**config.mk**
```make
export PLATFORM = sky130hd
export DESIGN_NAME = adder_pipe
export DESIGN_NICKNAME = d
export VERILOG_FILES = /design/src/rtl/adder_pipe.sv
export SDC_FILE = /design/constraint.sdc
export NUM_CORES = 1
export LEC_CHECK = 0
export CORE_MARGIN = 3
export CORE_UTILIZATION = 41
export CTS_CLUSTER_DIAMETER = 150
export DETAILED_ROUTE_END_ITERATION = 8
export DONT_BUFFER_PORTS = 1
export PLACE_DENSITY = 0.65
export SKIP_CTS_REPAIR_TIMING = 1
export SLEW_MARGIN = 30
export SYNTH_ARGS = -nofsm -noshare
export SYNTH_HDL_FRONTEND = slang
export SYNTH_SLANG_ARGS = --single-unit
```
**constraint.sdc**
```tcl
create_clock -name clk -period 1.8 [get_ports clk]
set_input_delay 0.36 -clock clk [delete_from_list [all_inputs] [get_ports clk]]
set_output_delay 0.36 -clock clk [all_outputs]
set_load 0.02 [all_outputs]
```
**src/rtl/adder_pipe.sv**
```systemverilog
// adder_pipe: WIDTH-bit add/subtract split into STAGES ripple segments with registered carries,
// valid/ready on both sides. Define ADDER_PIPE_SAT_EN for WIDTH-bit saturating results.
module adder_pipe #(
    parameter int unsigned WIDTH  = 8,
    parameter int unsigned STAGES = 2
) (
    input  logic             clk,
    input  logic             rst,
    input  logic             in_valid,
    output logic             in_ready,
    input  logic [WIDTH-1:0] a,
    input  logic [WIDTH-1:0] b,
    input  logic             sub,
    output logic             out_valid,
    input  logic             out_ready,
    output logic [WIDTH:0]   sum,
    output logic             out_sub
);
    localparam int unsigned SEG = WIDTH / STAGES;

    logic             adv;
    logic [WIDTH-1:0] bx;

    // Subtraction runs as a + ~b + 1; the +1 enters as segment 0's carry-in.
    assign bx = b ^ {WIDTH{sub}};

    for (genvar k = 0; k < STAGES; k++) begin : g_stage
        logic                 vld_q, vld_d, sub_q, sub_d;
        logic [SEG-1:0]       seg_a, seg_b;
        logic                 carry_in, vld_in, sub_in;
        logic [SEG:0]         seg_sum;
        logic [(k+1)*SEG-1:0] acc_r;

        if (k == 0) begin : g_src
            assign seg_a    = a[SEG-1:0];
            assign seg_b    = bx[SEG-1:0];
            assign carry_in = sub;
            assign vld_in   = in_valid;
            assign sub_in   = sub;
            assign acc_r    = seg_sum[SEG-1:0];
        end else begin : g_src
            assign seg_a    = g_stage[k-1].g_mid.opa_q[k*SEG +: SEG];
            assign seg_b    = g_stage[k-1].g_mid.opb_q[k*SEG +: SEG];
            assign carry_in = g_stage[k-1].g_mid.cy_q;
            assign vld_in   = g_stage[k-1].vld_q;
            assign sub_in   = g_stage[k-1].sub_q;
            assign acc_r    = {seg_sum[SEG-1:0], g_stage[k-1].g_mid.res_q};
        end

        assign seg_sum = {1'b0, seg_a} + {1'b0, seg_b} + {{SEG{1'b0}}, carry_in};

        always_comb begin
            vld_d = adv ? vld_in : vld_q;
            sub_d = adv ? sub_in : sub_q;
        end

        always_ff @(posedge clk or posedge rst) begin
            if (rst) begin
                vld_q <= 1'b0;
                sub_q <= 1'b0;
            end else begin
                vld_q <= vld_d;
                sub_q <= sub_d;
            end
        end

        if (k < STAGES - 1) begin : g_mid
            // Skew registers keep only the operand segments not yet consumed.
            logic [WIDTH-1:(k+1)*SEG] fwd_a, fwd_b, opa_q, opa_d, opb_q, opb_d;
            logic [(k+1)*SEG-1:0]     res_q, res_d;
            logic                     cy_q, cy_d;

            if (k == 0) begin : g_fwd
                assign fwd_a = a[WIDTH-1:SEG];
                assign fwd_b = bx[WIDTH-1:SEG];
            end else begin : g_fwd
                assign fwd_a = g_stage[k-1].g_mid.opa_q[WIDTH-1:(k+1)*SEG];
                assign fwd_b = g_stage[k-1].g_mid.opb_q[WIDTH-1:(k+1)*SEG];
            end

            always_comb begin
                opa_d = adv ? fwd_a : opa_q;
                opb_d = adv ? fwd_b : opb_q;
                res_d = adv ? acc_r : res_q;
                cy_d  = adv ? seg_sum[SEG] : cy_q;
            end

            always_ff @(posedge clk or posedge rst) begin
                if (rst) begin
                    opa_q <= '0;
                    opb_q <= '0;
                    res_q <= '0;
                    cy_q  <= 1'b0;
                end else begin
                    opa_q <= opa_d;
                    opb_q <= opb_d;
                    res_q <= res_d;
                    cy_q  <= cy_d;
                end
            end
        end else begin : g_last
            logic             msb;
            logic [WIDTH-1:0] low;
            logic [WIDTH:0]   sum_q, sum_d;

            always_comb begin
                // Inverted carry is the borrow flag of the (WIDTH+1)-bit difference.
                msb = sub_in ? ~seg_sum[SEG] : seg_sum[SEG];
                low = acc_r;
`ifdef ADDER_PIPE_SAT_EN
                if (msb) begin
                    low = sub_in ? '0 : '1;
                end
`endif
                sum_d = adv ? {msb, low} : sum_q;
            end

            always_ff @(posedge clk or posedge rst) begin
                if (rst) begin
                    sum_q <= '0;
                end else begin
                    sum_q <= sum_d;
                end
            end
        end
    end

    assign out_valid = g_stage[STAGES-1].vld_q;
    assign out_sub   = g_stage[STAGES-1].sub_q;
    assign sum       = g_stage[STAGES-1].g_last.sum_q;
    assign adv       = ~out_valid | out_ready;
    assign in_ready  = adv;

endmodule

```
* Word level (Yosys, flattened, before mapping)
Index checks and enable logic that the tools add are counted.
W data, S select, Z words.
** Storage, ports and cells
- Bits in registers :: 26
- RAM bits :: 0
- Logic and storage cells :: 18
- ROM bits :: 0
- Latch bits :: 0
- Input port bits :: 21
- Memories kept :: 0
** Operators by class
- Bitwise logic cells :: 4
- Reductions and logical operators :: 0
- Magnitude comparators :: 0
- Multiply operators :: 0
- Add/sub/neg operators :: 4
- Div/mod/pow operators :: 0
- Shifts and indexed selects :: 0
- Muxes and demuxes :: 1
- Equality and inequality tests :: 0
** Operator list (number)
- $add A4 B4 Y5 :: 2
- $add A5 B1 Y5 :: 2
- $xor A8 B8 Y8 :: 1
- $not A1 Y1 :: 2
- $mux W1 :: 1
- $or A1 B1 Y1 :: 1

* Logic depth before layout (Yosys ltp)
- Word-level depth :: 4
- Depth in mapped cells :: 7
- Depth with buffers taken out :: 7

* Worst setup path before layout
Ideal clock, no wire load.
- Path kind :: flip-flop to flip-flop
- Start :: reg g_stage[0].g_mid.opa_q[4] (netlist name)
- End :: reg g_stage[1].g_last.sum_q[8], in the netlist sum[8]
- Required time :: 1680 ps
- Arrival :: 1705 ps
- Stages on the path, launching flop included :: 8
- Setup time :: 120 ps
- Clock period less this slack :: 1825 ps
- Buffers on the path :: 0
- Path slack :: -25 ps
- Cell sequence :: dfrtp_1 inv_1 fa_1 fa_1 nor2b_1 o21a_1 o21ai_0 a31o_2
** On the way
- Longest elaborated chain between the ends :: 4
** Ends and longest elaborated chain
- from (decl) :: RTL line 69 : logic [WIDTH-1:(k+1)*SEG] fwd_a, fwd_b, opa_q, opa_d, opb_q, opb_d;
- from (signal assigned) :: RTL line 95 : opa_q <= opa_d;
- $add A4 B4 Y5 * :: RTL line 50 : assign seg_sum = {1'b0, seg_a} + {1'b0, seg_b} + {{SEG{1'b0}}, carry_in};
- $add A5 B1 Y5 * :: RTL line 50
- $not A1 Y1 :: RTL line 108 : msb = sub_in ? ~seg_sum[SEG] : seg_sum[SEG];
- $mux W1 * :: RTL line 108
- to (signal assigned) :: RTL line 122 : sum_q <= sum_d;
- to (decl) :: RTL line 104 : logic [WIDTH:0] sum_q, sum_d;
Mark *: on every way between the ends. The rest lies on a longest branch, timed or not.
A chain may end at the register's enable or synchronous reset.

* Worst setup path in the final report
Same ends and word-level chain as after synthesis.

==> results_dict.tcl <==
set metrics [dict create \
    worst_pin_slew_ps 328 \
    netlist_cell_types 24 \
    setup_viol 0 \
    synthesis.instances 132 \
    half_perimeter_wire_length_after_detailed_placement_um 1770 \
    relSlewSlack_pct 78.1 \
    postRouteAntennaNets 0 \
    power.leakage_nw 0.701 \
    cts-buffers-inserted 3 \
    cts_buffer_depth 2 \
    hp-class "in2reg" \
    r2r_slack_ps 6 \
    flow.area_growth_from_synthesis_pct 10.3 \
    start_kind "flip-flop" \
    placed_cell_area_mm2 0.00139 \
    route.detailed.drc 0 \
    die_x_um 62.7 \
    r2r_end "sum[8]$_DFFE_PP0P_" \
    vias_per_std_cell 4.86 \
    worst_ep_required_time_ps 2040 \
    syn-cell-area_mm2 0.00132 \
    cts.clk_slew.worst_paths_ps 150 \
    worst-path-max-fanout 2 \
    timing.final.crit_share_pct 99.7 \
    layout_min_cycle_time_ps 1790 \
    finClkSkew_ps 7.24 \
    timing.fmax_mhz 557 \
    fp.dieArea_mm2 0.00394 \
    synth_fp_nets 162 \
    maxSlewViolCount 0 \
    number_of_global_route_vias_before_repair 943 \
    via_count 870 \
    core-area_mm2 0.00290 \
    sequential_cell_area_um2 651 \
    timing.hold.worst_endpoint "g_stage[0].sub_q$_DFFE_PP0P_" \
    ir_worst_vdd_mv 0.342 \
    first_pass_grt_wire_length_um 4000 \
    mostFrequentLayoutCell "nand2_1" \
    num-fill-cells 274 \
    ys_ff_latch 26 \
    track_usage_pct 12.7 \
    floorplan.die.height_um 62.7 \
    wire_per_inst_um 12.8 \
    first_iter_violations 6 \
    yosys_warnings 0 \
    power_per_cell_area_mw_per_mm2 1190 \
    synth.yosys.seq_area_share_pct 49.3 \
    insertion_delay_ps 320 \
    tritoncts "built" \
    drt_pre_antenna_iters 4 \
    layout.cell_area.non_filler_mm2 0.00146 \
    status "complete, no violations" \
    portBuffers 0 \
    routabilityCongestion 0.712 \
    clock_sinks 26 \
    hp-start "sub" \
    diodes 0 \
    h-tree-depth 1 \
    multi_input_area_um2 619 \
    timing.final.hold_violations 0 \
    clockRootBuffer "clkbuf_4" \
    place.detailed.instances 174 \
    overflow_left_after_global_routing 0 \
    whs_path_cells 2 \
    most-common-layout-cells "38 x nand2_1, 26 x dfrtp_1, 9 x o21ai_0" \
    num_rows 19 \
    nNetsFinal 168 \
    grt_start_max_net_pins 27 \
    end_kind "flip-flop" \
    grt_antenna_before_repair 0 \
    critical_path.reg2reg.startpoint "g_stage[0].g_mid.opa_q[4]$_DFFE_PP0P_" \
    drive_gt1_share_pct 13.9 \
    io_pins 33 \
    max_cap_violations 0 \
    rr_worst_depth 7 \
    post_route_hold_slack_ps 132 \
    routed_wl_um 2300 \
    layout.cells.non_filler 179 \
    criticalPathCategory "reg2reg" \
    synth_area_per_cell_um2 10.0 \
    start_util_pct 45.5 \
    worstPathArrival_ps 2030 \
    unrepaired_setup_endpoints_after_global_routing "yes" \
]
worst max-delay path by stage:
| stage | startpoint | to | slack [ps] |
|---|---|---|---|
| final | g_stage[0].g_mid.opa_q[4]$_DFFE_PP0P_ | sum[8]$_DFFE_PP0P_ | 6 |
| after global routing | g_stage[0].g_mid.opa_q[4]$_DFFE_PP0P_ | sum[8]$_DFFE_PP0P_ | -70 |
| after CTS | g_stage[0].g_mid.opa_q[4]$_DFFE_PP0P_ | sum[8]$_DFFE_PP0P_ | -80 |
| after detailed placement | g_stage[0].g_mid.opa_q[4]$_DFFE_PP0P_ | sum[8]$_DFFE_PP0P_ | -70 |
| after global placement | g_stage[0].g_mid.opa_q[4]$_DFFE_PP0P_ | sum[8]$_DFFE_PP0P_ | -40 |
| after floorplan | g_stage[0].g_mid.opa_q[4]$_DFFE_PP0P_ | sum[8]$_DFFE_PP0P_ | 20 |
stage by stage:
| stage | util [%] | TNS [ps] | setup WS, ps | total power [W] |
|---|---|---|---|---|
| final | 50.2 | 0 | 5.73 | 0.00174 |
| after global routing | 50.2 | -70.1 | -70.1 | 0.00186 |
| after CTS | 49.7 | -84.1 | -84.1 | 0.00176 |
| after detailed placement | 47.9 | -66.1 | -66.1 | 0.00135 |
| after global placement | 47.9 | -36.5 | -36.5 | 0.00133 |
| after floorplan | - | 0 | 21.5 | 0.00125 |
critical path, stage by stage, from the launching register on:
cell     delay [ps]
dfrtp_1         360
inv_2            50
fa_2            400
fa_2            360
nor2b_1         120
o21a_1          130
o21ai_1          60
a31o_2          220
Yosys cell counts:
| library cell | number | area [um^2] |
|---|---|---|
| buf_1 | 1 | 3.75 |
| clkbuf_1 | 3 | 11.3 |
| nor2b_1 | 3 | 18.8 |
| o21a_1 | 2 | 15.0 |
| fa_1 | 3 | 60.1 |
| buf_6 | 1 | 11.3 |
| dfrtp_1 | 26 | 651 |
| xor2_1 | 6 | 52.6 |
| nand2_1 | 38 | 143 |
| or3_1 | 2 | 12.5 |
| o21ai_0 | 10 | 50.1 |
| buf_2 | 1 | 5.00 |
| xnor2_1 | 5 | 43.8 |
| a21o_1 | 2 | 15.0 |
| nand2b_1 | 1 | 6.26 |
| a31oi_4 | 1 | 21.3 |
| a31o_2 | 2 | 17.5 |
| inv_1 | 7 | 26.3 |
| a211oi_1 | 1 | 7.51 |
| nor2_1 | 3 | 11.3 |
| mux2_4 | 2 | 30.0 |
| ha_1 | 6 | 75.1 |
| a21oi_1 | 4 | 20.0 |
| and2_1 | 2 | 12.5 |
per-layer routing:
layer  part of all wire, %  GRT usage (%)  up-vias
met3                   5.2           2.34        2
met2                    50           21.6       20
li1                      -              -      433
met5                     0              0        -
met1                    43           15.2      415
met4                   1.3           6.61        0
power breakdown:
| group | internal [W] | total (W) | switching [W] |
|---|---|---|---|
| clock | 0.000225 | 0.000401 | 0.000176 |
| combinational | 0.000205 | 0.000417 | 0.000213 |
| sequential | 0.000729 | 0.000920 | 0.000191 |
| total | 0.00116 | 0.00174 | 0.000580 |
flip-flops by register name, indices dropped and copies added, names as in the netlist:
signal / count
g_stage.g_mid.opa_q: 4
g_stage.g_mid.cy_q: 1
g_stage.g_mid.opb_q: 4
g_stage.vld_q: 1
g_stage.g_mid.res_q: 4
sum: 9
g_stage.sub_q: 1
out_sub: 1
out_valid: 1
layout make-up:
| type | count | share of cell area, % |
|---|---|---|
| sequential | 26 | 44.7 |
| multi-input combinational | 93 | 42.5 |
| timing repair buffer | 7 | 3.78 |
| tap | 42 | 3.61 |
| clock inverter | 1 | 2.06 |
| inverter | 7 | 1.80 |
| clock buffer | 3 | 1.55 |
kinds of logic (layout without fill, tap and decap cells):
kind of cell	after synthesis	count (layout)	share of synthesized area, %
AO/OA/AOI/OAI	22	22	11.1
XOR/XNOR	11	11	7.30
adder cells (fa/ha/maj)	9	9	10.2
buffers and inverters	13	18	4.36
flip-flops	26	26	49.3
multiplexers	2	2	2.27
AND/OR/NAND/NOR	49	49	15.5
(Power assumes the default switching activity.)
